[src/rtl/dmem_run_arbiter_pkg.sv]
// Shared encodings for the data-memory run arbiter: FSM states and the
// status codes polled by the control unit's END state.
package dmem_run_arbiter_pkg;

  typedef enum logic [2:0] {
    ST_IDLE   = 3'd0,
    ST_LOAD   = 3'd1,
    ST_START  = 3'd2,
    ST_RUN    = 3'd3,
    ST_UNLOAD = 3'd4
  } arb_state_t;

  localparam logic [1:0] STAT_IDLE  = 2'b00;
  localparam logic [1:0] STAT_START = 2'b01;
  localparam logic [1:0] STAT_RUN   = 2'b10;

endpackage

[src/rtl/dmem_run_arbiter_if.sv]
// Host byte streams, processor memory lines and the RAM port seen by the arbiter.
// slave = arbiter side, master = surrounding host/processor/RAM side.
interface dmem_run_arbiter_if #(
  parameter int unsigned ADDR_W = 16,
  parameter int unsigned DATA_W = 8
);
  logic [DATA_W-1:0] host_in_data;
  logic              host_in_valid;
  logic              host_in_ready;
  logic [DATA_W-1:0] host_out_data;
  logic              host_out_valid;
  logic              host_out_ready;
  logic [ADDR_W-1:0] proc_addr;
  logic [DATA_W-1:0] proc_wdata;
  logic              proc_we;
  logic              proc_end;
  logic [ADDR_W-1:0] mem_addr;
  logic [DATA_W-1:0] mem_wdata;
  logic              mem_we;
  logic [DATA_W-1:0] mem_rdata;

  modport slave (
    input  host_in_data, host_in_valid, host_out_ready,
    input  proc_addr, proc_wdata, proc_we, proc_end, mem_rdata,
    output host_in_ready, host_out_data, host_out_valid,
    output mem_addr, mem_wdata, mem_we
  );

  modport master (
    output host_in_data, host_in_valid, host_out_ready,
    output proc_addr, proc_wdata, proc_we, proc_end, mem_rdata,
    input  host_in_ready, host_out_data, host_out_valid,
    input  mem_addr, mem_wdata, mem_we
  );
endinterface

[src/rtl/dmem_run_arbiter_port_mux.sv]
// Combinational host/processor select for a single RAM port's address,
// write data and write enable.
module dmem_port_mux #(
  parameter int unsigned ADDR_W = 16,
  parameter int unsigned DATA_W = 8
) (
  input  logic              sel_proc,
  input  logic [ADDR_W-1:0] host_addr,
  input  logic [DATA_W-1:0] host_wdata,
  input  logic              host_we,
  input  logic [ADDR_W-1:0] proc_addr,
  input  logic [DATA_W-1:0] proc_wdata,
  input  logic              proc_we,
  output logic [ADDR_W-1:0] mem_addr,
  output logic [DATA_W-1:0] mem_wdata,
  output logic              mem_we
);

  always_comb begin
    mem_addr  = host_addr;
    mem_wdata = host_wdata;
    mem_we    = host_we;
    if (sel_proc) begin
      mem_addr  = proc_addr;
      mem_wdata = proc_wdata;
      mem_we    = proc_we;
    end
  end

endmodule

[src/rtl/dmem_run_arbiter.sv]
// Schedules one job on the data-memory port: host load, processor run, result readback.
// Optional RUN watchdog enabled by defining ARB_TIMEOUT_EN.
module dmem_run_arbiter
  import dmem_run_arbiter_pkg::*;
#(
  parameter int unsigned ADDR_W   = 16,
  parameter int unsigned DATA_W   = 8,
  parameter int unsigned IMG_SIZE = 65536,
  parameter int unsigned OUT_BASE = 0,
  parameter int unsigned OUT_SIZE = 16384
`ifdef ARB_TIMEOUT_EN
  , parameter int unsigned TIMEOUT_CYCLES = 32'd16777216
`endif
) (
  input  logic                 clk,
  input  logic                 rst_n,
  input  logic                 job_start,
  dmem_run_arbiter_if.slave    bus,
  output logic [1:0]           status,
  output logic                 busy,
  output logic                 err
);

  localparam int unsigned        CNT_W      = ADDR_W + 1;
  localparam logic [CNT_W-1:0]   IMG_LAST   = CNT_W'(IMG_SIZE - 1);
  localparam logic [CNT_W-1:0]   OUT_LAST   = CNT_W'(OUT_SIZE - 1);
  localparam logic [ADDR_W-1:0]  OUT_BASE_A = ADDR_W'(OUT_BASE);

  arb_state_t        state;
  logic [CNT_W-1:0]  cnt;
  logic              in_ready_q;
  logic              out_valid_q;
  logic              cap_q;
  logic [DATA_W-1:0] out_q;

  logic              load_fire;
  logic              out_fire;
  logic              sel_proc;
  logic [ADDR_W-1:0] host_addr;

`ifdef ARB_TIMEOUT_EN
  logic [31:0] run_cnt;
  logic        err_q;
  assign err = err_q;
`else
  assign err = 1'b0;
`endif

  assign load_fire = in_ready_q & bus.host_in_valid;
  assign out_fire  = out_valid_q & bus.host_out_ready;
  assign sel_proc  = (state == ST_RUN);

  // An accepted readback byte issues the next read in the same cycle to keep 2 cycles/byte.
  always_comb begin
    host_addr = cnt[ADDR_W-1:0];
    if (state == ST_UNLOAD) host_addr = OUT_BASE_A + cnt[ADDR_W-1:0] + ADDR_W'(out_fire);
  end

  dmem_port_mux #(.ADDR_W(ADDR_W), .DATA_W(DATA_W)) u_port_mux (
    .sel_proc   (sel_proc),
    .host_addr  (host_addr),
    .host_wdata (bus.host_in_data),
    .host_we    (load_fire),
    .proc_addr  (bus.proc_addr),
    .proc_wdata (bus.proc_wdata),
    .proc_we    (bus.proc_we),
    .mem_addr   (bus.mem_addr),
    .mem_wdata  (bus.mem_wdata),
    .mem_we     (bus.mem_we)
  );

  assign bus.host_in_ready  = in_ready_q;
  assign bus.host_out_valid = out_valid_q;
  assign bus.host_out_data  = out_q;

  always_ff @(posedge clk or negedge rst_n) begin
    if (!rst_n) begin
      state       <= ST_IDLE;
      cnt         <= '0;
      in_ready_q  <= 1'b0;
      out_valid_q <= 1'b0;
      cap_q       <= 1'b0;
      out_q       <= '0;
      status      <= STAT_IDLE;
      busy        <= 1'b0;
`ifdef ARB_TIMEOUT_EN
      run_cnt     <= '0;
      err_q       <= 1'b0;
`endif
    end else begin
      case (state)
        ST_IDLE: begin
          if (job_start) begin
            state      <= ST_LOAD;
            cnt        <= '0;
            in_ready_q <= 1'b1;
            busy       <= 1'b1;
`ifdef ARB_TIMEOUT_EN
            err_q      <= 1'b0;
`endif
          end
        end
        ST_LOAD: begin
          if (load_fire) begin
            cnt <= cnt + CNT_W'(1);
            if (cnt == IMG_LAST) begin
              state      <= ST_START;
              in_ready_q <= 1'b0;
              status     <= STAT_START;
            end
          end
        end
        ST_START: begin
          state  <= ST_RUN;
          status <= STAT_RUN;
`ifdef ARB_TIMEOUT_EN
          run_cnt <= '0;
`endif
        end
        ST_RUN: begin
          if (bus.proc_end) begin
            state       <= ST_UNLOAD;
            cnt         <= '0;
            cap_q       <= 1'b0;
            out_valid_q <= 1'b0;
          end
`ifdef ARB_TIMEOUT_EN
          else if (run_cnt == 32'(TIMEOUT_CYCLES - 1)) begin
            state  <= ST_IDLE;
            status <= STAT_IDLE;
            busy   <= 1'b0;
            err_q  <= 1'b1;
          end else begin
            run_cnt <= run_cnt + 32'd1;
          end
`endif
        end
        ST_UNLOAD: begin
          // Phases: issue (neither flag), capture (cap_q), present (out_valid_q).
          if (cap_q) begin
            out_q       <= bus.mem_rdata;
            out_valid_q <= 1'b1;
            cap_q       <= 1'b0;
          end else if (!out_valid_q) begin
            cap_q <= 1'b1;
          end else if (bus.host_out_ready) begin
            out_valid_q <= 1'b0;
            if (cnt == OUT_LAST) begin
              state  <= ST_IDLE;
              status <= STAT_IDLE;
              busy   <= 1'b0;
            end else begin
              cnt   <= cnt + CNT_W'(1);
              cap_q <= 1'b1;
            end
          end
        end
        default: begin
          state  <= ST_IDLE;
          status <= STAT_IDLE;
          busy   <= 1'b0;
        end
      endcase
    end
  end

endmodule

[src/flat_wrapper.sv]
// flat-port wrapper written by rule: the top's interface ports become plain ports
module dmem_run_arbiter_flat import dmem_run_arbiter_pkg::*;
#(
  parameter int unsigned ADDR_W   = 16,
  parameter int unsigned DATA_W   = 8,
  parameter int unsigned IMG_SIZE = 65536,
  parameter int unsigned OUT_BASE = 0,
  parameter int unsigned OUT_SIZE = 16384

)
  (clk, rst_n, job_start, status, busy, err, bus_host_in_data, bus_host_in_valid, bus_host_out_ready, bus_proc_addr, bus_proc_wdata, bus_proc_we, bus_proc_end, bus_mem_rdata, bus_host_in_ready, bus_host_out_data, bus_host_out_valid, bus_mem_addr, bus_mem_wdata, bus_mem_we);
  dmem_run_arbiter_if #(.ADDR_W(ADDR_W), .DATA_W(DATA_W)) bus_i ();
  input  logic clk;
  input  logic rst_n;
  input  logic job_start;
  output logic [1:0] status;
  output logic busy;
  output logic err;
  input wire logic [$bits(bus_i.host_in_data)-1:0] bus_host_in_data;
  input wire logic [$bits(bus_i.host_in_valid)-1:0] bus_host_in_valid;
  input wire logic [$bits(bus_i.host_out_ready)-1:0] bus_host_out_ready;
  input wire logic [$bits(bus_i.proc_addr)-1:0] bus_proc_addr;
  input wire logic [$bits(bus_i.proc_wdata)-1:0] bus_proc_wdata;
  input wire logic [$bits(bus_i.proc_we)-1:0] bus_proc_we;
  input wire logic [$bits(bus_i.proc_end)-1:0] bus_proc_end;
  input wire logic [$bits(bus_i.mem_rdata)-1:0] bus_mem_rdata;
  output wire logic [$bits(bus_i.host_in_ready)-1:0] bus_host_in_ready;
  output wire logic [$bits(bus_i.host_out_data)-1:0] bus_host_out_data;
  output wire logic [$bits(bus_i.host_out_valid)-1:0] bus_host_out_valid;
  output wire logic [$bits(bus_i.mem_addr)-1:0] bus_mem_addr;
  output wire logic [$bits(bus_i.mem_wdata)-1:0] bus_mem_wdata;
  output wire logic [$bits(bus_i.mem_we)-1:0] bus_mem_we;
  assign bus_i.host_in_data = bus_host_in_data;
  assign bus_i.host_in_valid = bus_host_in_valid;
  assign bus_i.host_out_ready = bus_host_out_ready;
  assign bus_i.proc_addr = bus_proc_addr;
  assign bus_i.proc_wdata = bus_proc_wdata;
  assign bus_i.proc_we = bus_proc_we;
  assign bus_i.proc_end = bus_proc_end;
  assign bus_i.mem_rdata = bus_mem_rdata;
  assign bus_host_in_ready = bus_i.host_in_ready;
  assign bus_host_out_data = bus_i.host_out_data;
  assign bus_host_out_valid = bus_i.host_out_valid;
  assign bus_mem_addr = bus_i.mem_addr;
  assign bus_mem_wdata = bus_i.mem_wdata;
  assign bus_mem_we = bus_i.mem_we;
  dmem_run_arbiter #(.ADDR_W(ADDR_W), .DATA_W(DATA_W), .IMG_SIZE(IMG_SIZE), .OUT_BASE(OUT_BASE), .OUT_SIZE(OUT_SIZE)) u_core (.clk(clk), .rst_n(rst_n), .job_start(job_start), .bus(bus_i), .status(status), .busy(busy), .err(err));
endmodule
[config.mk]
export PLATFORM = sky130hd
export DESIGN_NAME = dmem_run_arbiter_flat
export DESIGN_NICKNAME = d
export VERILOG_FILES = /design/src/rtl/dmem_run_arbiter_pkg.sv /design/src/rtl/dmem_run_arbiter_if.sv /design/src/rtl/dmem_run_arbiter_port_mux.sv /design/src/rtl/dmem_run_arbiter.sv /design/src/flat_wrapper.sv
export SDC_FILE = /design/constraint.sdc
export NUM_CORES = 1
export LEC_CHECK = 0
export BUFFER_PORTS_ARGS = -buffer_cell sky130_fd_sc_hd__buf_4
export CAP_MARGIN = 5
export CORE_MARGIN = 1
export CORE_UTILIZATION = 35
export CTS_BUF_LIST = sky130_fd_sc_hd__clkbuf_2 sky130_fd_sc_hd__clkbuf_4 sky130_fd_sc_hd__clkbuf_8
export CTS_CLUSTER_SIZE = 40
export DETAILED_ROUTE_END_ITERATION = 10
export HOLD_SLACK_MARGIN = 0.12
export MAX_ROUTING_LAYER = met4
export PLACE_DENSITY = 0.63
export RECOVER_POWER = 100
export SLEW_MARGIN = 20
export SYNTH_ARGS = -nofsm -noshare
export SYNTH_HDL_FRONTEND = slang
export SYNTH_SLANG_ARGS = --single-unit
[constraint.sdc]
create_clock -name clk -period 4.65 [get_ports clk]
set_clock_uncertainty 0.1 [all_clocks]
set_input_delay 0.6975 -clock clk [delete_from_list [all_inputs] [get_ports clk]]
set_output_delay 0.6975 -clock clk [all_outputs]
set_load 0.01 [all_outputs]
After elaboration in Yosys (flattened, before gate mapping):

Index checks and enable logic that the tools add are counted.

* add/sub/neg operators: 2
* eq/ne operators: 15
* muxes and demuxes: 47
* bitwise gates (word level): 4
* reductions and logical operators: 13

Operators with widths (count)
* $mux 17: 7
* $pmux 17 s4: 1
* $mux 16: 2
* $mux 3: 8
* $add 17x1->17 const B: 1
* $eq 17x14->1 const B: 1
* $eq 17x16->1 const B: 1
* $add 16x1->16: 1
* $mux 1: 16
* $reduce_and 8->1: 2
* $pmux 3 s5: 1
* $ne 2x2->1 const B: 7
* $mux 2: 6
* $mux 8: 1
* $pmux 2 s4: 1
* $reduce_and 7->1: 1
* $eq 3x2->1 const B: 2
* $pmux 1 s2: 3
* $reduce_and 6->1: 1
* $ne 2x1->1 const B: 2
* $reduce_and 2->1: 2
* $reduce_and 4->1: 1
* $reduce_bool 2->1: 2
* $reduce_bool 4->1: 1
* 8 further kinds: 10

* bits in registers: 34
* bits of input ports: 47
* output and inout bits: 39
* word-level logic and storage cells: 89

Logic depth before layout (Yosys ltp):

Gate-level depths: netlist of the first run.

* depth in word-level cells: 6
* gate-level depth with buffers: 10

Cells and area by module:

Synthesis of the first run repeated with hierarchy kept, for this count alone.

* cells, all modules: 267
* area total of the unflattened synthesis: 2566.2 µm²

Modules (own cells, without submodules)
* dmem_run_arbiter: times used 1, cells each 239, area an instance 2158.3 µm², sequential area each 850.8 µm²
* dmem_port_mux: times used 1, cells each 28, area an instance 407.9 µm², sequential area each 0.0 µm²

Worst setup path after synthesis of the first run:

No wires, ideal clock.

* path type: input to output
* start: input port bus_host_out_ready
* end: output port bus_mem_addr[13]
* arrival time: 1.897 ns
* data required time: 3.853 ns
* path slack: 1.956 ns
* stages: 7
* path buffers: 0
* path through: and2_1 > ha_1 > nand3_1 > nor4_4 > nand2_1 > xor2_1 > a21oi_1

* word-level cells in the longest chain between the ends: 4

Ends and longest elaborated chain
* start: declaration: RTL line flat_wrapper.sv:21 `input wire logic [$bits(bus_i.host_out_ready)-1:0] bus_host_out_ready;`
* $and 1x1->1: RTL line dmem_run_arbiter.sv:50 `assign out_fire = out_valid_q & bus.host_out_ready;`
* $add 16x1->16: RTL line dmem_run_arbiter.sv:56 `if (state == ST_UNLOAD) host_addr = OUT_BASE_A + cnt[ADDR_W-1:0] + ADDR_W'(out_fire);`
* $mux 16: RTL line dmem_run_arbiter.sv:56
* $mux 16: RTL line dmem_run_arbiter_port_mux.sv:23 `if (sel_proc) begin`
* end: declaration: RTL line flat_wrapper.sv:30 `output wire logic [$bits(bus_i.mem_addr)-1:0] bus_mem_addr;`

No other way between the ends.

Final worst setup path of the first run:

* start: register u_core.state[2]
* end: output port bus_mem_we

* word-level cells in the longest chain between the ends: 2

Ends and longest elaborated chain
* start: declaration: RTL line dmem_run_arbiter.sv:29 `arb_state_t state;`
* start signal: assignment: RTL line dmem_run_arbiter.sv:78 `state <= ST_IDLE;`
* start signal: assignment: RTL line dmem_run_arbiter.sv:94 `state <= ST_LOAD;`
* start signal: assignment: RTL line dmem_run_arbiter.sv:107 `state <= ST_START;`
* $eq 3x2->1: RTL line dmem_run_arbiter.sv:51 `assign sel_proc = (state == ST_RUN);`
* $mux 1: RTL line dmem_run_arbiter_port_mux.sv:23
* end: declaration: RTL line flat_wrapper.sv:32 `output wire logic [$bits(bus_i.mem_we)-1:0] bus_mem_we;`

No other way between the ends.

==> out/metrics.cfg, run 1 <==
[timing]
tightest_slew_ns=1.837
period_share_pct=80.72
slew_headroom_pct=-22.49
finalSetupViolations=0
finalCriticalPeriod_ns=3.753
final-hold-violation-count=0
fin_tns_setup_ns=0
rsz0062_at_grt=no
drv_slew=77
fmax_ghz=0.2664

[synth]
yosysSeqAreaShare_pct=35.12
synthSimpleGateAreaFrac_pct=23.45
synthMuxAreaShare_pct=8.781
synth_area_mm2=0.002422
synth_ff_type=dfrtp_1
synthXorXnorAreaFrac_pct=5.062
synthesis.nets=333
yosys-top-cells-area=dfrtp_1, mux2_2, a21oi_1
synth_compound_area_share_pct=20.09
synth_top_family_by_area=simple AND/OR/NAND/NOR gates
syn-instance-count=282
yosys_warnings=0
async_flop_share_pct=100.0
yosysTopAreaCell=dfrtp_1
yosysUniqueCellTypes=57
synth_top_area_share_pct=35.12
synth_edf_count=0
syn_avg_cell_area_um2=8.590
synthAdderAreaFrac_pct=2.066
synth_seq_cells=34

[setup_path]
max_stage_delay_ns=1.20
crit_type=reg -> out
rr_worst_depth=9
cp_num_buf_inv=3
r2r_end=u_core.bus.host_in_ready
startpoint_type=flip-flop
endpoint_kind=primary output
required_ns=3.85
cp_max_fo=41
timing.rr.start=u_core.cnt[1]
r2r_slack_ns=1.88
path_cells=inv_1, nand3_1, clkbuf_1, mux2_2, buf_4
critPathArrivalTime_ns=2.96
crit_family=buffers and inverters
crit_path_top_delay_cell=clkbuf_1

[power]
power_leakage_nw=1.246
p_per_area_mw_per_mm2=334.6
power_w=0.001001
ir_worst_vdd_mv=0.2824

[job]
drv_cap=2

[clock_network]
htree_num_levels=2
clockBufferDepth=2
clockRootBuffer=clkbuf_8
ctsResizeCount=0
holdBufCountCts=0
clkTransAtPathRegs_ns=0.07
tritoncts=built
cts_inserted_buffers=5
post-cts-setup-buffer-count=0
clkLatencyLatePin_ns=0.29
cts_sinks=34

[die]
ios=86
die_y_um=85.19
fp.coreArea_mm2=0.006531
initial_utilization_pct=37.09
dieArea_mm2=0.007257
rows=29
die-width_um=85.19

[hold_path]
hold_depth=1
holdPathEnd=u_core.status[0]
hp-start=u_core.status[0]
hold_class=reg -> reg

[detailed_routing]
postRouteAntennaNets=0
dr.pass1.iters=4
avgRoutedWirePerCell_um=14.09
wirelength_mm=6.086
via_per_inst=5.389
drc_errors=0
vias=2328
detail_route.iter0.violations=153

[finish]
final_cell_mix=buf_4, clkbuf_1, dfrtp_1, nor2_1
syn_to_final_growth_pct=23.45
seq_area_um2=850.8
num_antenna_cells=0
multi_input_area_mm2=0.001434
final_common_cell=buf_4
fillCellCount=683
drive_above_1_share_pct=22.25
nets=405

[grt]
antenna_found_initial=0
grt-ovfl-total=0
grt_start_max_net_pins=42
grt_pass1_wl_mm=9.784
grt_usage_pct=17.14
grt_pass1_vias=2093

[status]
failed_checks=capacitance limit, slew limit
outcome=finished with violations

[placed_design]
port_buffers=84
dp_hpwl_mm=4.528
place.gp.congestion=0.8625

==> synthesized netlist by cell type (3+ instances only) <==
cell / n
dfrtp_1: 34
nor2_1: 27
a21oi_1: 26
nand2_1: 26
mux2_2: 18
o21ai_0: 16
nand3_1: 14
buf_2: 9
a31oi_1: 8
xor2_1: 8
clkbuf_1: 7
and2_1: 6
inv_1: 6
xnor2_1: 6
nand4_1: 5
nor3_1: 5
and4_1: 4
ha_1: 4
a21o_1: 3
a41oi_1: 3
and3_1: 3
nand2b_1: 3
==> stage by stage <==
stage | std cells | hold WS [ns] | area, um^2 | utilization, % | setup WS, ns
4_1_cts | 432 | 0.2636 | 3147 | 48.18 | 1.296
2_1_floorplan | 282 | 0.3019 | 2422 | - | 1.956
5_1_grt | 432 | 0.4119 | 2990 | 45.79 | 0.5910
3_5_place_dp | 424 | 0.3769 | 3052 | 46.72 | 1.592
3_3_place_gp | 424 | 0.3688 | 3052 | 46.72 | 1.623
6_report | 432 | 0.3817 | 2990 | 45.79 | 0.8966
==> kinds of logic (layout without fill, tap and decap cells) <==
logic type | Yosys count | in the layout
AND/OR/NAND/NOR | 108 | 108
AO/OA/AOI/OAI | 76 | 76
flip-flops | 34 | 34
buffers and inverters | 26 | 99
multiplexers | 19 | 19
XOR/XNOR | 14 | 14
adder cells (fa/ha/maj) | 4 | 4
other | 1 | 1
==> layout make-up <==
class	instances	area share, %
Tap cell	77	3.222
Sequential cell	34	28.45
Timing Repair Buffer	85	16.44
Clock inverter	2	0.4184
Clock buffer	6	2.762
Multi-Input combinational cell	222	47.95
Inverter	6	0.7531
==> worst max-delay path by stage <==
stage / from / to / cells after the start
global placement: bus_host_out_ready / bus_mem_addr[9] / 9
CTS: u_core.state[0] / bus_mem_addr[9] / 6
floorplan: bus_host_out_ready / bus_mem_addr[13] / 7
detailed placement: bus_host_out_ready / bus_mem_addr[9] / 9
global route: u_core.state[2] / bus_mem_wdata[1] / 5
finish: u_core.state[2] / bus_mem_we / 5
==> sequential cells by signal, indices dropped and copies added (netlist names) <==
name                       cells
u_core.bus.host_out_data       8
u_core.cnt                    17
u_core.status                  2
u_core.busy                    1
u_core.cap_q                   1
u_core.state                   3
u_core.bus.host_in_ready       1
u_core.bus.host_out_valid      1
==> per-layer routing <==
layer | global-route usage, % | up-vias | wire, um
met5 | - | - | 0
met4 | 4.931 | 0 | 40
met3 | 2.918 | 4 | 496
met2 | 27.27 | 90 | 2738
met1 | 22.46 | 1071 | 2812
li1 | - | 1163 | -
==> power breakdown <==
part           internal (W)  switching (W)
registers          0.000359      0.0000630
logic              0.000164       0.000184
clock network      0.000119       0.000112
total              0.000642       0.000359
(Power assumes the default switching activity.)
==> run 2: changes to the inputs <==
==> constraint.sdc (replaced) <==
create_clock -name clk -period 3.5 [get_ports clk]
set_clock_uncertainty 0.1 [all_clocks]
set_input_delay 0.525 -clock clk [delete_from_list [all_inputs] [get_ports clk]]
set_output_delay 0.525 -clock clk [all_outputs]
set_load 0.01 [all_outputs]
==> out/metrics.cfg, run 2 (synthesis results as in run 1) <==
[timing]
drv_slew=35  ; -55%
slew_headroom_pct=-26.40  ; -3.9 points
final-hold-violation-count=0  ; unchanged
tightest_slew_ns=1.896  ; +0.05876 ns
rsz0062_at_grt=no
finalCriticalPeriod_ns=3.169
fmax_ghz=0.3155
fin_tns_setup_ns=0  ; unchanged
finalSetupViolations=0  ; unchanged
period_share_pct=90.55

[placed_design]
dp_hpwl_mm=4.444  ; -1.9%
place.gp.congestion=0.8291  ; -3.9%
place_area_mm2=0.003067  ; +0.49%
port_buffers=84  ; unchanged

[clock_network]
tritoncts=built
clkLatencyLatePin_ns=0.28  ; about the same
cts_inserted_buffers=5  ; unchanged
ctsResizeCount=0  ; unchanged
post-cts-setup-buffer-count=0  ; unchanged
cts_sinks=34  ; unchanged
clockRootBuffer=clkbuf_8
clkTransAtPathRegs_ns=0.07  ; about the same
htree_num_levels=2  ; unchanged
clockBufferDepth=2  ; unchanged
holdBufCountCts=1  ; +1

[finish]
final_cell_mix=buf_4, clkbuf_1, dfrtp_1, nor2_1
final_common_cell=buf_4
largest_reg_flops=17  ; unchanged
nets=408  ; +0.74%
syn_to_final_growth_pct=26.50
design_area_mm2=0.003064  ; +2.5%
top_register=u_core.cnt
num_antenna_cells=0  ; unchanged
drive_above_1_share_pct=22.91  ; +0.65 points

[die]
ios=86  ; unchanged
rows=29  ; unchanged
initial_utilization_pct=37.09  ; unchanged
die_y_um=85.19  ; unchanged
dieArea_mm2=0.007257  ; unchanged
die-width_um=85.19  ; unchanged
fp.coreArea_mm2=0.006531  ; unchanged

[detailed_routing]
wirelength_mm=6.188  ; +1.7%
vias=2323  ; -0.21%
dr.pass1.iters=4  ; unchanged
detail_route.iter0.violations=257  ; +68%
via_per_inst=5.340  ; -0.90%
drc_errors=0  ; unchanged
postRouteAntennaNets=0  ; unchanged
avgRoutedWirePerCell_um=14.23  ; +0.97%

[job]
drv_cap=1  ; -1

[grt]
grt_pass1_vias=2148  ; +2.6%
grt_pass1_wl_mm=10.25  ; +4.7%
grt_usage_pct=18.17  ; +1.0 points
grt-ovfl-total=0  ; unchanged
antenna_found_initial=0  ; unchanged
grt_start_max_net_pins=42  ; unchanged

[setup_path]
startpoint_type=flip-flop
critPathArrivalTime_ns=2.54  ; -0.42 ns
crit_type=reg -> out
endpoint_kind=primary output
cp_max_fo=15  ; -63%
required_ns=2.87  ; -0.98 ns

[status]
outcome=finished with violations
failed_checks=capacitance limit, slew limit

[power]
power_leakage_nw=1.288  ; +3.4%
p_per_area_mw_per_mm2=483.5  ; +44%
ir_worst_vdd_mv=0.3150  ; +12%

[hold_path]
hold_class=in -> reg

run 2: cell count changes in the layout (fill, tap and decap cells not counted), sizes merged:
cell         previous run  this run
buf                    46        48
clkinvlp                1         0
clkinv                  1         0
bufinv                  0         2
dlygate4sd3             0         1
run 2: final cells by class:
cell class	instances	area (um^2)
clock buffers	6	82.58
multi-input cells	222	1434
fillers	674	3467
repair buffers	88	518.0
flip-flops and latches	34	850.8
well taps	77	96.34
clock inverters	2	60.06
inverters	6	22.52
run 2: worst paths after layout:
check	start	to	slack [ns]	cells after the start
max reg2reg	u_core.cnt[1]	u_core.bus.host_in_ready	0.66	9
max in group asynchronous	rst_n	u_core.cnt[9]	0.98	2
min reg2reg	u_core.status[0]	u_core.status[0]	0.38	1
max	u_core.state[2]	bus_mem_addr[9]	0.33	6
min in group asynchronous	rst_n	u_core.bus.host_out_data[4]	1.22	2
min	bus_mem_rdata[4]	u_core.bus.host_out_data[4]	0.37	2
run 2: through the flow:
stage	total power (W)	hold slack, ns	utilization [%]	std cells	setup slack [ns]
2_1_floorplan	0.0008687	0.1294	-	282	1.021
3_3_place_gp	0.001096	0.3752	46.95	426	0.6882
3_5_place_dp	0.001105	0.3741	46.95	426	0.6577
4_1_cts	0.001561	0.3579	49.29	435	0.3395
5_1_grt	0.001572	0.3604	46.92	435	0.1037
6_report	0.001481	0.3675	46.92	435	0.3309
run 2: power breakdown:
| group | internal, W | switching [W] |
|---|---|---|
| clock | 0.000304 | 0.000149 |
| sequential | 0.000477 | 0.0000833 |
| combinational | 0.000224 | 0.000244 |
| total | 0.00101 | 0.000476 |
run 2: layer usage:
layer	part of all wire (%)	wire length (um)	track usage [%]	vias to the layer above
li1	-	-	-	1164
met1	47	2888	24.66	1053
met2	44	2702	27.27	98
met3	8.4	522	3.696	8
met4	1.2	75	5.547	0
met5	0	0	-	-
run 2: critical path, cell delays in order, from the launching register on:
cell and delay (ns):
dfrtp_1 0.60, or3b_1 0.58, nor4_4 0.47, nand3_1 0.14, xor2_1 0.17, a21oi_2 0.14
clkbuf_1 0.16
